`src/rtl/vec_buf_pkg.sv`:
```
// vec_buf_pkg: shared bank select type and chunk geometry helpers for vec_chunk_buffer
package vec_buf_pkg;
  typedef logic bank_sel_t;
  function automatic int chunk_count(input int vec_length, input int working_regs);
    return vec_length / working_regs;
  endfunction
  function automatic int ptr_width(input int vec_length, input int working_regs);
    return (vec_length / working_regs > 1) ? $clog2(vec_length / working_regs) : 1;
  endfunction
endpackage

```
`src/rtl/vec_bank.sv`:
```
// vec_bank: one vector storage bank, element-wise write, combinational chunk read
module vec_bank
  import vec_buf_pkg::*;
#(
  parameter int VecLength   = 16,
  parameter int WorkingRegs = 4,
  parameter int NBits       = 8,
  localparam int IdxW = (VecLength > 1) ? $clog2(VecLength) : 1,
  localparam int PtrW = ptr_width(VecLength, WorkingRegs)
) (
  input  logic                                   clk_in,
  input  logic                                   rst_in,
  input  logic                                   wr_en,
  input  logic [IdxW-1:0]                        wr_idx,
  input  logic signed [NBits-1:0]                wr_data,
  input  logic [PtrW-1:0]                        rd_ptr,
  output logic signed [WorkingRegs-1:0][NBits-1:0] rd_chunk
);
  logic [VecLength-1:0][NBits-1:0] mem;
  logic [IdxW-1:0] base;
  always_ff @(posedge clk_in or posedge rst_in)
    if (rst_in) mem <= '0;
    else if (wr_en) mem[wr_idx] <= wr_data;
  assign base = IdxW'(rd_ptr) * IdxW'(WorkingRegs);
  assign rd_chunk = mem[base +: WorkingRegs];
endmodule

```
`src/rtl/vec_chunk_buffer.sv`:
```
// vec_chunk_buffer: ping-pong vector buffer serving stored vectors one chunk at a time
// Optional sticky overflow flag and assertion enabled by VEC_CHUNK_BUFFER_OVERFLOW_FLAG_EN.
module vec_chunk_buffer
  import vec_buf_pkg::*;
#(
  parameter int VecLength   = 16,
  parameter int WorkingRegs = 4,
  parameter int NBits       = 8
) (
  input  logic                                     clk_in,
  input  logic                                     rst_in,
  input  logic                                     wr_valid,
  input  logic signed [NBits-1:0]                  wr_data,
  input  logic                                     req_chunk_in,
  input  logic                                     req_chunk_ptr_rst,
  input  logic                                     rd_release,
  output logic signed [WorkingRegs-1:0][NBits-1:0] out_data,
  output logic                                     out_data_ready,
  output logic                                     wr_overflow
);
  localparam int NChunks = chunk_count(VecLength, WorkingRegs);
  localparam int PtrW    = ptr_width(VecLength, WorkingRegs);
  localparam int IdxW    = (VecLength > 1) ? $clog2(VecLength) : 1;
  if (VecLength % WorkingRegs != 0) begin : g_bad_geom
    $error("VecLength must be a multiple of WorkingRegs");
  end
  bank_sel_t       wr_bank, rd_bank, wr_bank_nx, rd_bank_nx;
  logic [IdxW-1:0] wr_idx, wr_idx_nx;
  logic [PtrW-1:0] rd_ptr, rd_ptr_nx;
  logic [1:0]      full_cnt, full_cnt_nx;
  logic            wr_ok, wr_last, rel;
  logic signed [WorkingRegs-1:0][NBits-1:0] chunk0, chunk1;
  assign wr_ok   = wr_valid && full_cnt != 2'd2;
  assign wr_last = wr_ok && wr_idx == IdxW'(VecLength - 1);
  assign rel     = rd_release && full_cnt != 2'd0;
  always_comb begin
    wr_idx_nx   = wr_last ? '0 : wr_ok ? wr_idx + IdxW'(1) : wr_idx;
    wr_bank_nx  = wr_last ? ~wr_bank : wr_bank;
    rd_bank_nx  = rel ? ~rd_bank : rd_bank;
    rd_ptr_nx   = (rel || req_chunk_ptr_rst) ? '0 :
                  !req_chunk_in ? rd_ptr :
                  rd_ptr == PtrW'(NChunks - 1) ? '0 : rd_ptr + PtrW'(1);
    full_cnt_nx = full_cnt + {1'b0, wr_last} - {1'b0, rel};
  end
  always_ff @(posedge clk_in or posedge rst_in)
    if (rst_in) begin
      wr_bank  <= '0;
      wr_idx   <= '0;
      rd_bank  <= '0;
      rd_ptr   <= '0;
      full_cnt <= '0;
    end else begin
      wr_bank  <= wr_bank_nx;
      wr_idx   <= wr_idx_nx;
      rd_bank  <= rd_bank_nx;
      rd_ptr   <= rd_ptr_nx;
      full_cnt <= full_cnt_nx;
    end
  vec_bank #(.VecLength(VecLength), .WorkingRegs(WorkingRegs), .NBits(NBits)) u_bank0 (
    .clk_in(clk_in), .rst_in(rst_in), .wr_en(wr_ok && wr_bank == 1'b0),
    .wr_idx(wr_idx), .wr_data(wr_data), .rd_ptr(rd_ptr), .rd_chunk(chunk0)
  );
  vec_bank #(.VecLength(VecLength), .WorkingRegs(WorkingRegs), .NBits(NBits)) u_bank1 (
    .clk_in(clk_in), .rst_in(rst_in), .wr_en(wr_ok && wr_bank == 1'b1),
    .wr_idx(wr_idx), .wr_data(wr_data), .rd_ptr(rd_ptr), .rd_chunk(chunk1)
  );
  assign out_data       = rd_bank ? chunk1 : chunk0;
  assign out_data_ready = full_cnt != 2'd0;
`ifdef VEC_CHUNK_BUFFER_OVERFLOW_FLAG_EN
  logic ovf;
  always_ff @(posedge clk_in or posedge rst_in)
    if (rst_in) ovf <= 1'b0;
    else if (wr_valid && full_cnt == 2'd2) ovf <= 1'b1;
  assign wr_overflow = ovf;
`ifndef SYNTHESIS
  ovf_a: assert property (@(posedge clk_in) disable iff (rst_in) !(wr_valid && full_cnt == 2'd2))
    else $warning("vec_chunk_buffer: write dropped, both banks full");
`endif
`else
  assign wr_overflow = 1'b0;
`endif
endmodule

```
`config.mk`:
```
export PLATFORM = sky130hd
export DESIGN_NAME = vec_chunk_buffer
export DESIGN_NICKNAME = d
export VERILOG_FILES = /design/src/rtl/vec_buf_pkg.sv /design/src/rtl/vec_bank.sv /design/src/rtl/vec_chunk_buffer.sv
export SDC_FILE = /design/constraint.sdc
export NUM_CORES = 1
export LEC_CHECK = 0
export ABC_AREA = 1
export BUFFER_PORTS_ARGS = -buffer_cell sky130_fd_sc_hd__buf_2
export CAP_MARGIN = 20
export CORE_MARGIN = 1.5
export CORE_UTILIZATION = 40
export DETAILED_ROUTE_END_ITERATION = 7
export GPL_ROUTABILITY_DRIVEN = 0
export GPL_TIMING_DRIVEN = 0
export PLACE_DENSITY = 0.61
export SLEW_MARGIN = 10
export SYNTH_ARGS = -nofsm -noshare
export SYNTH_HDL_FRONTEND = slang
export SYNTH_SLANG_ARGS = --single-unit
export TNS_END_PERCENT = 100
```
`constraint.sdc`:
```
create_clock -name clk_in -period 9.3 [get_ports clk_in]
set_clock_uncertainty 0.2 [all_clocks]
set_input_delay 0 -clock clk_in [delete_from_list [all_inputs] [get_ports clk_in]]
set_output_delay 0 -clock clk_in [all_outputs]
set_load 0.02 [all_outputs]
```
==> summary by stage, run 1 <==
Outcome
The run finished, with violations left. The checks that failed: DRC.

Synthesis
The gate count after technology mapping is 2066. The simple-gate share of the synthesized area is 33.44%. The synthesized design contains 266 register bits. The warning count from the yosys run is 0.

After Yosys synthesis, XOR and XNOR cells account for 0.1810% of the synthesized area. The cell area after technology mapping is 14510 um^2. The synthesized netlist contains 30 unique library cells. After synthesis, the largest family of logic cells by area is simple AND/OR/NAND/NOR gates.

The synthesized-area fraction occupied by ao, oa, aoi and oai cells is 8.966%. In this run the mean area of a mapped cell was 7.025 um^2. Multiplexer cells account for 0% of the synthesized area. The share of synthesized area occupied by flip-flops and latches is 45.86%. The adder-cell share of the synthesized area is 0.6034%. Synthesis produced a netlist with a net count of 2087.

Placed design
The number of port buffers is 46. The standard cell area after detailed placement is 15380 um^2. Before CTS, the worst setup slack after placement is 6955 ps.

The HPWL after detailed placement is 34930 um.

Drt
Wires add up to 49070 um. The first-pass detailed-route iteration total is 7. After detailed routing, the number of vias per cell comes to 5.138.

For this run, design rule violations remaining after detail routing come to 3. The first-iteration detailed-routing DRC count is 1148. The routed layout has 13590 vias. The wire length per cell after detailed routing is 18.55 um. The count of nets left with antenna violations once routing finished came out at 0.

Hold path
The path class of the tightest hold or removal check is in2reg. The startpoint of the most critical hold path is wr_data[7]. Along the worst hold path, the cell count comes to 4. The worst hold endpoint is u_bank0.mem[127].

Critical path
In this run the critical register-to-register path is launched from full_cnt[1]. For flop-to-flop paths, the worst setup slack is 6670 ps. In this run the worst path has a maximum fanout of 10. The signal on the critical path passes through inv_1 -> buf_2 -> clkbuf_1 -> nand3_1 -> nand2_1 -> nand2_1 -> nand2_1 -> buf_2. The number of cells on the worst reg-to-reg path is 6. The type of the setup path with the least slack is reg2out. The element type at the critical path start is a register. The signal arrival time at the worst endpoint is 2780 ps.

Data on the critical path is required at its endpoint by 9100 ps. For this run, the slowest stage of the critical path takes 640 ps. The slowest stage of the critical path belongs to the cell sky130_fd_sc_hd__clkbuf_1. The end of the worst register-to-register path is rd_ptr[1]. The cell occurring most often along the worst timing path is sky130_fd_sc_hd__nand2_1. The worst setup path is captured at an output port.

STA
For the final routed database, the setup TNS stands at 0 ps. Across all setup checks in the final design, the least slack found is 6318 ps. The hold violation count in the final report is 0. Measured against its own limit, the worst slew margin works out to 30.71%. The transition at the pin with the smallest max-transition slack is 1039 ps. The number of setup violations in the final report is 0. Subtracting the final worst setup slack from the clock period gives 2982 ps. Setup repair after global routing left no endpoint under its margin. The post-route fraction of the period consumed by the critical path is 32.06%. Static timing analysis puts the maximum clock frequency at 335.4 MHz. The final count of pins violating max slew is 0.

Cells and area
In the final layout, the share of cells above drive strength 1 is 8.974%. The growth of design area from synthesis to finish is 13.81%. The number of antenna diodes in the final layout is 0. At the end of the flow the core is filled with cells to 46.33%. The final layout net count is 2183.

The finished cells cover 16520 um^2.

Floorplan
In this run the core area contains 69 standard-cell rows. The overall die height is 193.5 um. The number of I/O pins is 48. In this run the standard cell core region covers 35660 um^2. The overall die width is 193.5 um. The die covers 37440 um^2. The initial utilization of the core area, before any placement, comes to 40.71%.

CTS
The TritonCTS clock tree is built. The later-pin clock latency in the skew report is 570 ps. In this run the deepest clock path goes through 3 buffers. The buffer type at the clock tree root is sky130_fd_sc_hd__clkbuf_16. The number of sinks on the clock net is 266. The number of CTS-inserted buffers is 30.

The H-tree depth reported by CTS is 1. Post-CTS repair changed the size of 0 cells. The clock transition at the registers of the reported paths is 60 ps.

Global route
The total global routing track utilization is 26.48%. Entering global routing, the biggest net connects 105 pins. After global routing the overflow that remains totals 0.

The number of global-route vias before repair was 12820. The first global-routing pass estimated 76070 um of wire. The initial antenna violation count is 0.

Run
The number of maximum-capacitance violations is 0.

Pwr
The overall power after layout is 4797 uW. The worst-case vdd ir drop is 0.0001954 V. The analysis attributes to cell leakage a power of 0.009053 uW.

The power per cell area is 290.4 nW/um^2.
sequential cells by signal, summed over array words and instances, names as in the netlist:
register     cells
wr_idx           4
rd_ptr           2
u_bank1.mem    128
u_bank0.mem    128
wr_bank          1
full_cnt         2
rd_bank          1
synth_stat cells:
library cell               instances  area share, %
sky130_fd_sc_hd__xnor2_1           2           0.12
sky130_fd_sc_hd__nor2_8            3           0.41
sky130_fd_sc_hd__o21ai_0         218            7.5
sky130_fd_sc_hd__buf_1            13           0.34
sky130_fd_sc_hd__inv_1           267            6.9
sky130_fd_sc_hd__nand3_4           8           0.97
sky130_fd_sc_hd__nand2_4           8           0.62
sky130_fd_sc_hd__ha_1              7           0.60
sky130_fd_sc_hd__nand3_1         132            4.6
sky130_fd_sc_hd__xor2_1            1          0.060
sky130_fd_sc_hd__a21oi_1           2          0.069
sky130_fd_sc_hd__buf_2            31            1.1
sky130_fd_sc_hd__or2_2             1          0.043
sky130_fd_sc_hd__clkbuf_1         65            1.7
sky130_fd_sc_hd__nor2_4           23            1.8
sky130_fd_sc_hd__nand2_1         942             24
sky130_fd_sc_hd__buf_4             3           0.16
sky130_fd_sc_hd__clkbuf_2          6           0.21
sky130_fd_sc_hd__nor2_1            5           0.13
sky130_fd_sc_hd__nand2_2           1          0.043
sky130_fd_sc_hd__inv_4             3           0.13
sky130_fd_sc_hd__o21ai_1          40            1.4
sky130_fd_sc_hd__buf_6             5           0.39
sky130_fd_sc_hd__nor2_2            7           0.30
sky130_fd_sc_hd__clkinv_1          1          0.026
sky130_fd_sc_hd__nand3_2           2           0.14
sky130_fd_sc_hd__nand4_1           2          0.086
sky130_fd_sc_hd__conb_1            1          0.026
sky130_fd_sc_hd__inv_2             1          0.026
sky130_fd_sc_hd__dfrtp_1         266             46
critical path: cells and delay by family, from the launching register on:
family | cells | cell delay [ps]
DFF | 1 | 410
and+or+nand+nor | 4 | 490
buffers and inverters | 4 | 1280
metal layers:
metal	track usage, %	routed length [um]	up-vias
li1	-	-	6485
met1	37.34	21960	6522
met2	42.34	22100	471
met3	3.679	3357	113
met4	7.991	1662	0
met5	0	0	-
report_power, final:
part	leakage, uW	total [uW]	switching, uW	internal, uW
sequential	0.00356	1730	189	1540
combinational	0.00501	1880	1350	529
clock	0.000484	1190	495	698
total	0.00905	4800	2030	2770
cell families after synthesis:
family / after synthesis
other cells: 1
simple gates: 1134
fa+ha+maj: 7
xor+xnor: 3
buf+inv: 395
flops: 266
compound gates: 260
what timing repair did:
item                                   in CTS  in global routing
hold buffers                               16                  0
setup buffers                               0                  0
endpoints found under the hold margin     383                  0
cell type report:
type	instances	area [um^2]
clock inverter	6	55.05
multi-input combinational	1405	6272
fill	3673	19140
tap	461	576.8
inverter	272	1036
buffer	123	556.8
timing repair buffer	64	445.4
clock buffer	48	919.6
sequential	266	6656
how the worst max path moves through the flow:
stage | slack (ps) | startpoint | end | cells past startpoint
after floorplan | 1770 | rst_in | full_cnt[0] | 1
after global placement | -1630 | rst_in | u_bank1.mem[68] | 2
after detailed placement | 6950 | rd_ptr[1] | out_data[24] | 7
after CTS | 6340 | rd_ptr[1] | out_data[25] | 7
after global routing | 6220 | rd_ptr[1] | out_data[31] | 8
final | 6320 | rd_ptr[1] | out_data[31] | 8
cells in the final DEF, fill, tap and decap left out:
master	netlist	layout
sky130_fd_sc_hd__nor2_2	7	7
sky130_fd_sc_hd__nand3_1	132	132
sky130_fd_sc_hd__clkinv_1	1	1
sky130_fd_sc_hd__xnor2_1	2	2
sky130_fd_sc_hd__clkbuf_16	0	31
sky130_fd_sc_hd__bufinv_16	0	1
sky130_fd_sc_hd__nand2_2	1	1
sky130_fd_sc_hd__clkbuf_8	0	8
sky130_fd_sc_hd__nor2_8	3	3
sky130_fd_sc_hd__clkbuf_2	6	6
sky130_fd_sc_hd__nand2_1	942	942
sky130_fd_sc_hd__nand3_2	2	2
sky130_fd_sc_hd__or2_2	1	1
sky130_fd_sc_hd__dlygate4sd3_1	0	16
sky130_fd_sc_hd__clkbuf_1	65	74
sky130_fd_sc_hd__nor2_1	5	5
sky130_fd_sc_hd__dfrtp_1	266	266
sky130_fd_sc_hd__a21oi_1	2	2
sky130_fd_sc_hd__ha_1	7	7
sky130_fd_sc_hd__buf_6	5	5
sky130_fd_sc_hd__o21ai_0	218	218
sky130_fd_sc_hd__inv_2	1	1
sky130_fd_sc_hd__nor2_4	23	23
sky130_fd_sc_hd__nand2_4	8	8
sky130_fd_sc_hd__clkinv_2	0	5
sky130_fd_sc_hd__buf_1	13	13
sky130_fd_sc_hd__nand3_4	8	8
sky130_fd_sc_hd__buf_16	0	2
sky130_fd_sc_hd__o21ai_1	40	40
sky130_fd_sc_hd__inv_8	0	1
sky130_fd_sc_hd__inv_1	267	266
sky130_fd_sc_hd__xor2_1	1	1
sky130_fd_sc_hd__inv_4	3	3
sky130_fd_sc_hd__nand4_1	2	2
sky130_fd_sc_hd__conb_1	1	1
sky130_fd_sc_hd__buf_2	31	77
sky130_fd_sc_hd__buf_4	3	3
per-stage QoR:
stage / instances / hold WS, ps
finish: 2645 / 68.19
global route: 2645 / 85.98
CTS: 2645 / 49.74
detailed placement: 2575 / -38.48
global placement: 2573 / 93.17
floorplan: 2066 / -83.26
No activity file was read; power rests on OpenSTA's default activity.
==> run 2: changes to the inputs <==
Settings changed: PLACE_DENSITY 0.61 to 0.63.
Clock period 9.3 ns to 2.7 ns, I/O delays scaled along.
==> run 2 against run 1 <==
Net effect:
- final area increased by 0.96%
- critical path type unchanged
- critical path depth increased by 1
- setup slack lost 6300 ps
- the run still ends with DRC left
==> summary by stage, run 2 (synthesis gave the netlist of run 1 again) <==
Pwr
The overall power after layout is 16520 uW (was 4797 uW). The power per cell area was 990.3 nW/um^2 (was 290.4 nW/um^2). The worst-case vdd ir drop was 0.0007659 V (was 0.0001954 V).

The standby leakage power is 0.009160 uW (was 0.009053 uW).

Cells and area
The share of post-route cells with drive strength above 1 is 10.14% (was 8.974%). The growth of design area from synthesis to finish is 14.90% (was 13.81%). The final layout net count is 2189 (was 2183). Commonest cells after routing, fill and taps aside: sky130_fd_sc_hd__nand2_1 (942), sky130_fd_sc_hd__inv_1 (266), sky130_fd_sc_hd__dfrtp_1 (266) (unchanged). The antenna cell count is 0 (unchanged).

Biggest regs: u_bank0.mem x128, u_bank1.mem x128, wr_idx x4 (unchanged). The most common library cell in the layout ignoring fill and taps was sky130_fd_sc_hd__nand2_1 (unchanged).

Global route
The initial antenna violation count came to 0 (unchanged). The number of global-route vias before repair is 13010 (was 12820). The total global routing track utilization is 25.93% (was 26.48%). The global route total overflow is 0 (unchanged).

The maximum number of pins on one net before global-route repair was 39 (was 105). The wire length of the first global-routing pass is 74710 um (was 76070 um).

STA
The number of setup violations in the final report is 0 (unchanged). The transition at the pin with the smallest max-transition slack is 1013 ps (was 1039 ps). The worst-case headroom to the max-slew limit is 32.45% (was 30.71%).

The post-route setup TNS is 0 ps (unchanged). RSZ-0062 raised after global routing: false (unchanged). The post-route fraction of the period consumed by the critical path is 97.98%.

The worst hold slack came to 75.92 ps (was 68.19 ps). The worst path in the final design needs a cycle of 2646 ps, including I/O delays and setup. The final count of pins violating max slew is 0 (unchanged).

The hold violation count in the final report is 0 (unchanged). The highest achievable clock rate is 378.0 MHz.

Floorplan
The area inside the core boundary is 35660 um^2 (unchanged). The overall die height is 193.5 um (unchanged). The initial core utilization is 40.71% (unchanged). The overall die width is 193.5 um (unchanged). The number of I/O pins came to 48 (unchanged).

The die footprint is 37440 um^2 (unchanged). The total number of placement rows is 69 (unchanged).

Drt
The first-pass detailed-route iteration total is 8 (was 7). The via density per instance is 5.149 (was 5.138). The highest layer used for signal routing is met4 (unchanged). The detailed-route wire length on metal 1 is 20630 um (was 21960 um).

The first-iteration detailed-routing DRC count is 1219 (was 1148). The total vias in the final route is 13650 (was 13590). The wire length per cell after detailed routing was 18.24 um (was 18.55 um).

The remaining routing DRC violations was 6 (was 3). The total wire length after detailed routing is 48350 um (was 49070 um). The post-route antenna net violation count is 0 (unchanged). The wire length on met3 is 3853 um (was 3357 um).

The met2 routed wirelength is 21960 um (was 22100 um).

Critical path
The signal arrival time at the worst endpoint came to 2450 ps (was 2780 ps). The element type at the critical path start is a register (unchanged). The number of cell instances on the worst register-to-register path is 6 (unchanged). The cell occurring most often along the worst timing path is sky130_fd_sc_hd__nand2_1 (unchanged). The slowest library cell on the worst path is sky130_fd_sc_hd__dfrtp_1 (was sky130_fd_sc_hd__clkbuf_1).

The type of destination of the critical path is an output port (unchanged). The timing endpoint of the critical path is out_data[15] (was out_data[31]). The delay of the slowest cell on the worst path is 470 ps (was 640 ps). The dominant delay contributor by cell family on the critical path is buffers and inverters (unchanged).

The setup slack on the worst flop-to-flop path is 90 ps (was 6670 ps). The logic depth of the worst setup path including buffers is 9 (was 8). The launch point of the worst path was rd_ptr[0] (was rd_ptr[1]). The startpoint of the most critical register-to-register path is full_cnt[1] (unchanged). The type of the setup path with the least slack is reg2out (unchanged). The largest fanout on the critical path came to 10 (unchanged). The number of buffers and inverters on the critical path came to 4 (unchanged).

Cell chain of the critical path: inv_1 -> buf_2 -> buf_2 -> nand2_1 -> nand3_1 -> nand2_1 -> nand2_1 -> nand2_1 -> buf_2 (was inv_1 -> buf_2 -> clkbuf_1 -> nand3_1 -> nand2_1 -> nand2_1 -> nand2_1 -> buf_2). The end of the worst register-to-register path is rd_ptr[1] (unchanged). The required time of the critical path is 2500 ps (was 9100 ps).

CTS
The number of CTS-inserted buffers is 31 (was 30). The H-tree depth reported by CTS is 1 (unchanged). The TritonCTS clock tree is built (unchanged). The buffers inserted during post-CTS setup optimization is 0 (unchanged). The number of sinks on the clock net came to 266 (unchanged).

The maximum number of buffers from clock root to sink is 3 (unchanged). The buffer type at the clock tree root is sky130_fd_sc_hd__clkbuf_16 (unchanged). The later-pin clock latency in the skew report was 570 ps (about the same). The clock transition at the registers of the reported paths came to 60 ps (about the same).

Run
The number of maximum-capacitance violations was 0 (unchanged).

Outcome
Run status: finished with violations (unchanged). Failing checks: DRC (unchanged).

Placed design
The number of port buffers came to 46 (unchanged). The HPWL after detailed placement is 35070 um (was 34930 um).

Hold path
The worst min-delay path class is in2reg (unchanged).
[run 2: where the power goes]
part / total (uW) / switching [uW] / internal, uW
Combinational: 6430 / 4580 / 1850
Clock: 4110 / 1710 / 2390
Sequential: 5980 / 679 / 5300
[run 2: through the flow]
stage / worst slack, ps / std cells / area (um^2) / util [%]
6_report: 54.42 / 2651 / 16680 / 46.77
5_1_grt: 11.21 / 2651 / 16680 / 46.77
4_1_cts: 6.769 / 2653 / 16670 / 46.74
3_5_place_dp: 394.7 / 2582 / 15500 / 43.49
3_3_place_gp: -2864 / 2573 / 15320 / 42.98
2_1_floorplan: -1011 / 2066 / 14520 / -
[run 2: worst min-delay path by stage]
stage / end / start / cells after the start / slack (ps)
finish: u_bank0.mem[127] / wr_data[7] / 4 / 80
global route: u_bank0.mem[127] / wr_data[7] / 4 / 90
CTS: u_bank0.mem[127] / wr_data[7] / 4 / 50
detailed placement: u_bank0.mem[35] / rst_in / 3 / -130
global placement: rd_ptr[0] / req_chunk_ptr_rst / 4 / 90
floorplan: u_bank1.mem[40] / wr_data[0] / 2 / -80
[run 2: cell type report]
| class | instances | area, um^2 |
|---|---|---|
| clock buffer | 50 | 957.2 |
| buffer | 121 | 581.8 |
| timing repair buffer | 71 | 570.5 |
| tap | 461 | 576.8 |
| sequential | 266 | 6656 |
| clock inverter | 5 | 28.78 |
| fill | 3654 | 18980 |
| multi-input combinational | 1405 | 6272 |
| inverter | 272 | 1033 |
[run 2: tightest hold or removal path, cell delays in order]
cell	delay, ps
sky130_fd_sc_hd__dlygate4sd3_1	530
sky130_fd_sc_hd__buf_2	160
sky130_fd_sc_hd__nand2_1	60
sky130_fd_sc_hd__nand2_1	60
[run 2: repair_timing]
action / 4_1_cts / 5_1_grt
cloned: 0 / 0
setup endpoints to repair: 32 / 27
hold endpoints to repair: 373 / 0
gates resized for setup: 12 / 16
hold buffers: 16 / 0
[run 2: layer usage]
layer,track usage (%),vias to the layer above
met1,35.68,6530
met5,0.1277,-
met3,3.888,108
met2,41.12,524
met4,10.47,0
li1,-,6487
==> run 3: changes to the inputs <==
Settings changed: ABC_AREA 1 to unset, BUFFER_PORTS_ARGS -buffer_cell sky130_fd_sc_hd__buf_2 to -buffer_cell sky130_fd_sc_hd__clkbuf_2, PLACE_DENSITY 0.63 to 0.64.
==> run 3 against run 2 <==
Net effect:
- the run now ends clean
- combinational power is 20% lower
- setup slack better by 51 ps
- largest cell class unchanged
- non-clock buffer count is 59 lower
- highest routed layer unchanged
- register-to-register slack better by 70 ps
- critical endpoint is now out_data[7]
==> summary by stage, run 3 <==
STA
The post-route setup TNS is 0 ps (unchanged). RSZ-0062 raised after global routing: false (unchanged). The final period demand of the worst path is 2595 ps (was 2646 ps).

The highest achievable clock rate is 385.4 MHz (was 378.0 MHz). The worst-case headroom to the max-slew limit is 44.85% (was 32.45%). The post-route fraction of the period consumed by the critical path is 96.11% (was 97.98%).

The hold violation count in the final report is 0 (unchanged). The final count of pins violating max slew is 0 (unchanged). The number of setup violations in the final report is 0 (unchanged). The transition at the pin with the smallest max-transition slack came to 827.2 ps (was 1013 ps).

Floorplan
The overall die height is 179.3 um (was 193.5 um). The initial core utilization is 40.63% (was 40.71%). The die footprint is 32140 um^2 (was 37440 um^2). The total number of placement rows is 64 (was 69). The area inside the core boundary is 30590 um^2 (was 35660 um^2). The number of I/O pins came to 48 (unchanged). The overall die width came to 179.3 um (was 193.5 um).

Synthesis
The gate count after technology mapping was 767 (was 2066). The register bit count reported by yosys came to 266 (unchanged). The net count after synthesis is 788 (was 2087).

The simple-gate share of the synthesized area came to 4.741% (was 33.44%). The post-synthesis share of cell area spent on xor and xnor gates is 0.3523% (was 0.1810%). The cell area after technology mapping is 12430 um^2 (was 14510 um^2). The most frequent cell after synthesis is sky130_fd_sc_hd__mux2_2 (was sky130_fd_sc_hd__nand2_1). The largest family of logic cells by synthesized area is multiplexers (was simple AND/OR/NAND/NOR gates). The share of synthesized registers carrying an async set or reset is 100.0% (unchanged).

The prevailing post-synth register cell is sky130_fd_sc_hd__dfrtp_1 (unchanged). Synth top area cells: sky130_fd_sc_hd__dfrtp_1 (54%), sky130_fd_sc_hd__mux2_2 (26%), sky130_fd_sc_hd__mux4_2 (12%) (was sky130_fd_sc_hd__dfrtp_1 (46%), sky130_fd_sc_hd__nand2_1 (24%), sky130_fd_sc_hd__o21ai_0 (7.5%)). The area share of the largest cell type after synthesis is 53.55% (was 45.86%). The number of enable flip-flop cells after synthesis is 0 (unchanged). The warning count from the yosys run is 0 (unchanged). The post-synthesis cell type with the largest combined area is sky130_fd_sc_hd__dfrtp_1 (unchanged). The number of library cell types mapped by synthesis is 32 (was 30). The share of synthesized area occupied by flip-flops and latches is 53.55% (was 45.86%). The synthesized-area fraction occupied by ao, oa, aoi and oai cells is 0.2013% (was 8.966%). The mean instance size in the synthesized netlist is 16.21 um^2 (was 7.025 um^2). The multiplexer fraction of the synthesized cell area was 37.94% (was 0%). The adder-cell share of the synthesized area is 0.7047% (was 0.6034%).

Post-synth top cells: sky130_fd_sc_hd__mux2_2 (289), sky130_fd_sc_hd__dfrtp_1 (266), sky130_fd_sc_hd__mux4_2 (64), sky130_fd_sc_hd__clkbuf_1 (40), sky130_fd_sc_hd__nand4_2 (16) (was sky130_fd_sc_hd__nand2_1 (942), sky130_fd_sc_hd__inv_1 (267), sky130_fd_sc_hd__dfrtp_1 (266), sky130_fd_sc_hd__o21ai_0 (218), sky130_fd_sc_hd__nand3_1 (132)).

CTS
The TritonCTS clock tree is built (unchanged). The buffer type at the clock tree root is sky130_fd_sc_hd__clkbuf_16 (unchanged). The buffers inserted during post-CTS setup optimization was 0 (unchanged). The number of CTS-inserted buffers is 28 (was 31). The maximum number of buffers from clock root to sink is 3 (unchanged).

The clock transition at the registers of the reported paths is 70 ps (was 60 ps). The number of sinks on the clock net is 266 (unchanged). The H-tree depth reported by CTS was 1 (unchanged).

The later-pin clock latency in the skew report is 540 ps (was 570 ps).

Critical path
The end of the worst register-to-register path is full_cnt[1] (was rd_ptr[1]). The largest fanout on the critical path is 10 (unchanged). The element type at the critical path start is a register (unchanged). The slowest library cell on the worst path is sky130_fd_sc_hd__mux4_2 (was sky130_fd_sc_hd__dfrtp_1).

The delay of the slowest cell on the worst path is 590 ps (was 470 ps). The type of destination of the critical path is an output port (unchanged). The number of cell instances on the worst register-to-register path came to 9 (was 6). The type of the setup path with the least slack is reg2out (unchanged). The signal arrival time at the worst endpoint is 2390 ps (was 2450 ps). The startpoint of the most critical register-to-register path is full_cnt[1] (unchanged). The required time of the critical path was 2500 ps (about the same). The setup slack on the worst flop-to-flop path is 160 ps (was 90 ps). Cell chain of the critical path: buf_2 -> mux4_2 -> mux2_2 -> clkbuf_2 (was inv_1 -> buf_2 -> buf_2 -> nand2_1 -> nand3_1 -> nand2_1 -> nand2_1 -> nand2_1 -> buf_2).

Cells and area
The final layout net count is 887 (was 2189). The antenna cell count came to 0 (unchanged). The post-route standard cell area excluding fillers is 14480 um^2 (was 16680 um^2).

The most common library cell in the layout ignoring fill and taps is sky130_fd_sc_hd__mux2_2 (was sky130_fd_sc_hd__nand2_1). The share of post-route cells with drive strength above 1 was 57.61% (was 10.14%). The growth of design area from synthesis to finish was 16.47% (was 14.90%). The non-filler instance count after layout was 1283 (was 2651). The post-route core utilization is 47.32% (was 46.77%). Biggest regs: u_bank0.mem x128, u_bank1.mem x128, wr_idx x4 (unchanged). Commonest cells after routing, fill and taps aside: sky130_fd_sc_hd__mux2_2 (289), sky130_fd_sc_hd__dfrtp_1 (265), sky130_fd_sc_hd__mux4_2 (64) (was sky130_fd_sc_hd__nand2_1 (942), sky130_fd_sc_hd__inv_1 (266), sky130_fd_sc_hd__dfrtp_1 (266)).

Hold path
The worst hold endpoint is u_bank0.mem[98] (was u_bank0.mem[127]). The worst min-delay path class is in2reg (unchanged). The hold-critical path depth is 3 (was 4). The startpoint of the most critical hold path is wr_data[2] (was wr_data[7]).

Global route
The maximum number of pins on one net before global-route repair is 38 (was 39). The initial antenna violation count is 0 (unchanged). The total global routing track utilization came to 20.02% (was 25.93%).

The number of global-route vias before repair is 7444 (was 13010). The global route total overflow came to 0 (unchanged). The wire length of the first global-routing pass came to 47010 um (was 74710 um).

Drt
The remaining routing DRC violations came to 0 (was 6). The first-iteration detailed-routing DRC count is 421 (was 1219). The first-pass detailed-route iteration total is 4 (was 8). The post-route antenna net violation count is 0 (unchanged).

The wire length per cell after detailed routing came to 23.79 um (was 18.24 um). The total vias in the final route came to 7041 (was 13650). The total wire length after detailed routing is 30530 um (was 48350 um). The via density per instance is 5.488 (was 5.149).

Placed design
The placed cell count is 1216 (was 2582). The standard cell area after detailed placement is 13310 um^2 (was 15500 um^2). The HPWL after detailed placement came to 20730 um (was 35070 um). The number of port buffers is 45 (was 46).

Run
The number of maximum-capacitance violations is 0 (unchanged).

Outcome
Run status: complete, no violations (was finished with violations).

Pwr
The power per cell area is 1056 nW/um^2 (was 990.3 nW/um^2). The standby leakage power was 0.006730 uW (was 0.009160 uW). The overall power after layout is 15290 uW (was 16520 uW). The worst-case vdd ir drop is 0.0004900 V (was 0.0007659 V).
-- run 3: worst max-delay path by stage --
stage,to,from,depth (start not counted),slack (ps)
global route,out_data[6],rd_ptr[1],5,5
detailed placement,out_data[7],rd_ptr[1],5,180
finish,out_data[7],rd_ptr[0],4,110
floorplan,full_cnt[0],rst_in,1,-1010
global placement,u_bank0.mem[67],rst_in,2,-2740
CTS,out_data[1],rd_ptr[0],5,5
-- run 3: worst max-delay path: cells and delay by family (launching register included) --
family | cells | cell delay, ps
flip-flops | 1 | 410
buffers and inverters | 2 | 580
multiplexers | 2 | 880
-- run 3: cell type report --
class                           instances  area (um^2)
Timing Repair Buffer                   69        545.5
Sequential cell                       266         6658
Clock buffer                           44        862.1
Clock inverter                          7        85.08
Inverter                                4        18.77
Fill cell                            2687        16110
Multi-Input combinational cell        433         5465
Buffer                                 64        346.6
Tap cell                              396        495.5
-- run 3: per-layer routing --
| metal | GRT usage, % | up-vias | part of all wire (%) |
|---|---|---|---|
| li1 | - | 3067 | - |
| met1 | 27.74 | 3816 | 44 |
| met2 | 33.24 | 118 | 49 |
| met3 | 2.587 | 40 | 4.4 |
| met4 | 5.200 | 0 | 2.2 |
| met5 | 0 | - | 0 |
-- run 3: stage by stage --
step           worst slack [ps]  hold WS (ps)
2_1_floorplan             -1011        -126.5
3_3_place_gp              -2736         40.33
3_5_place_dp              181.5        -240.8
4_1_cts                   5.087         125.8
5_1_grt                   4.695         159.5
6_report                  105.1         132.9
-- run 3: timing repair --
item | 4_1_cts | 5_1_grt
hold endpoints to repair | 216 | 0
resized for setup | 16 | 11
gates cloned | 0 | 0
setup endpoints to repair | 32 | 26
hold buffers | 16 | 0
-- run 3: power breakdown --
| group | total [uW] | internal, uW | switching, uW |
|---|---|---|---|
| clock | 3940 | 2370 | 1570 |
| sequential | 6220 | 5490 | 726 |
| combinational | 5140 | 2700 | 2440 |
| total | 15300 | 10600 | 4730 |
-- run 3: cells by family after synthesis --
| kind of cell | count (synthesis) |
|---|---|
| AO/OA/AOI/OAI | 3 |
| buffers and inverters | 68 |
| flip-flops | 266 |
| XOR/XNOR | 5 |
| adder cells (fa/ha/maj) | 7 |
| AND/OR/NAND/NOR | 62 |
| multiplexers | 355 |
| other | 1 |
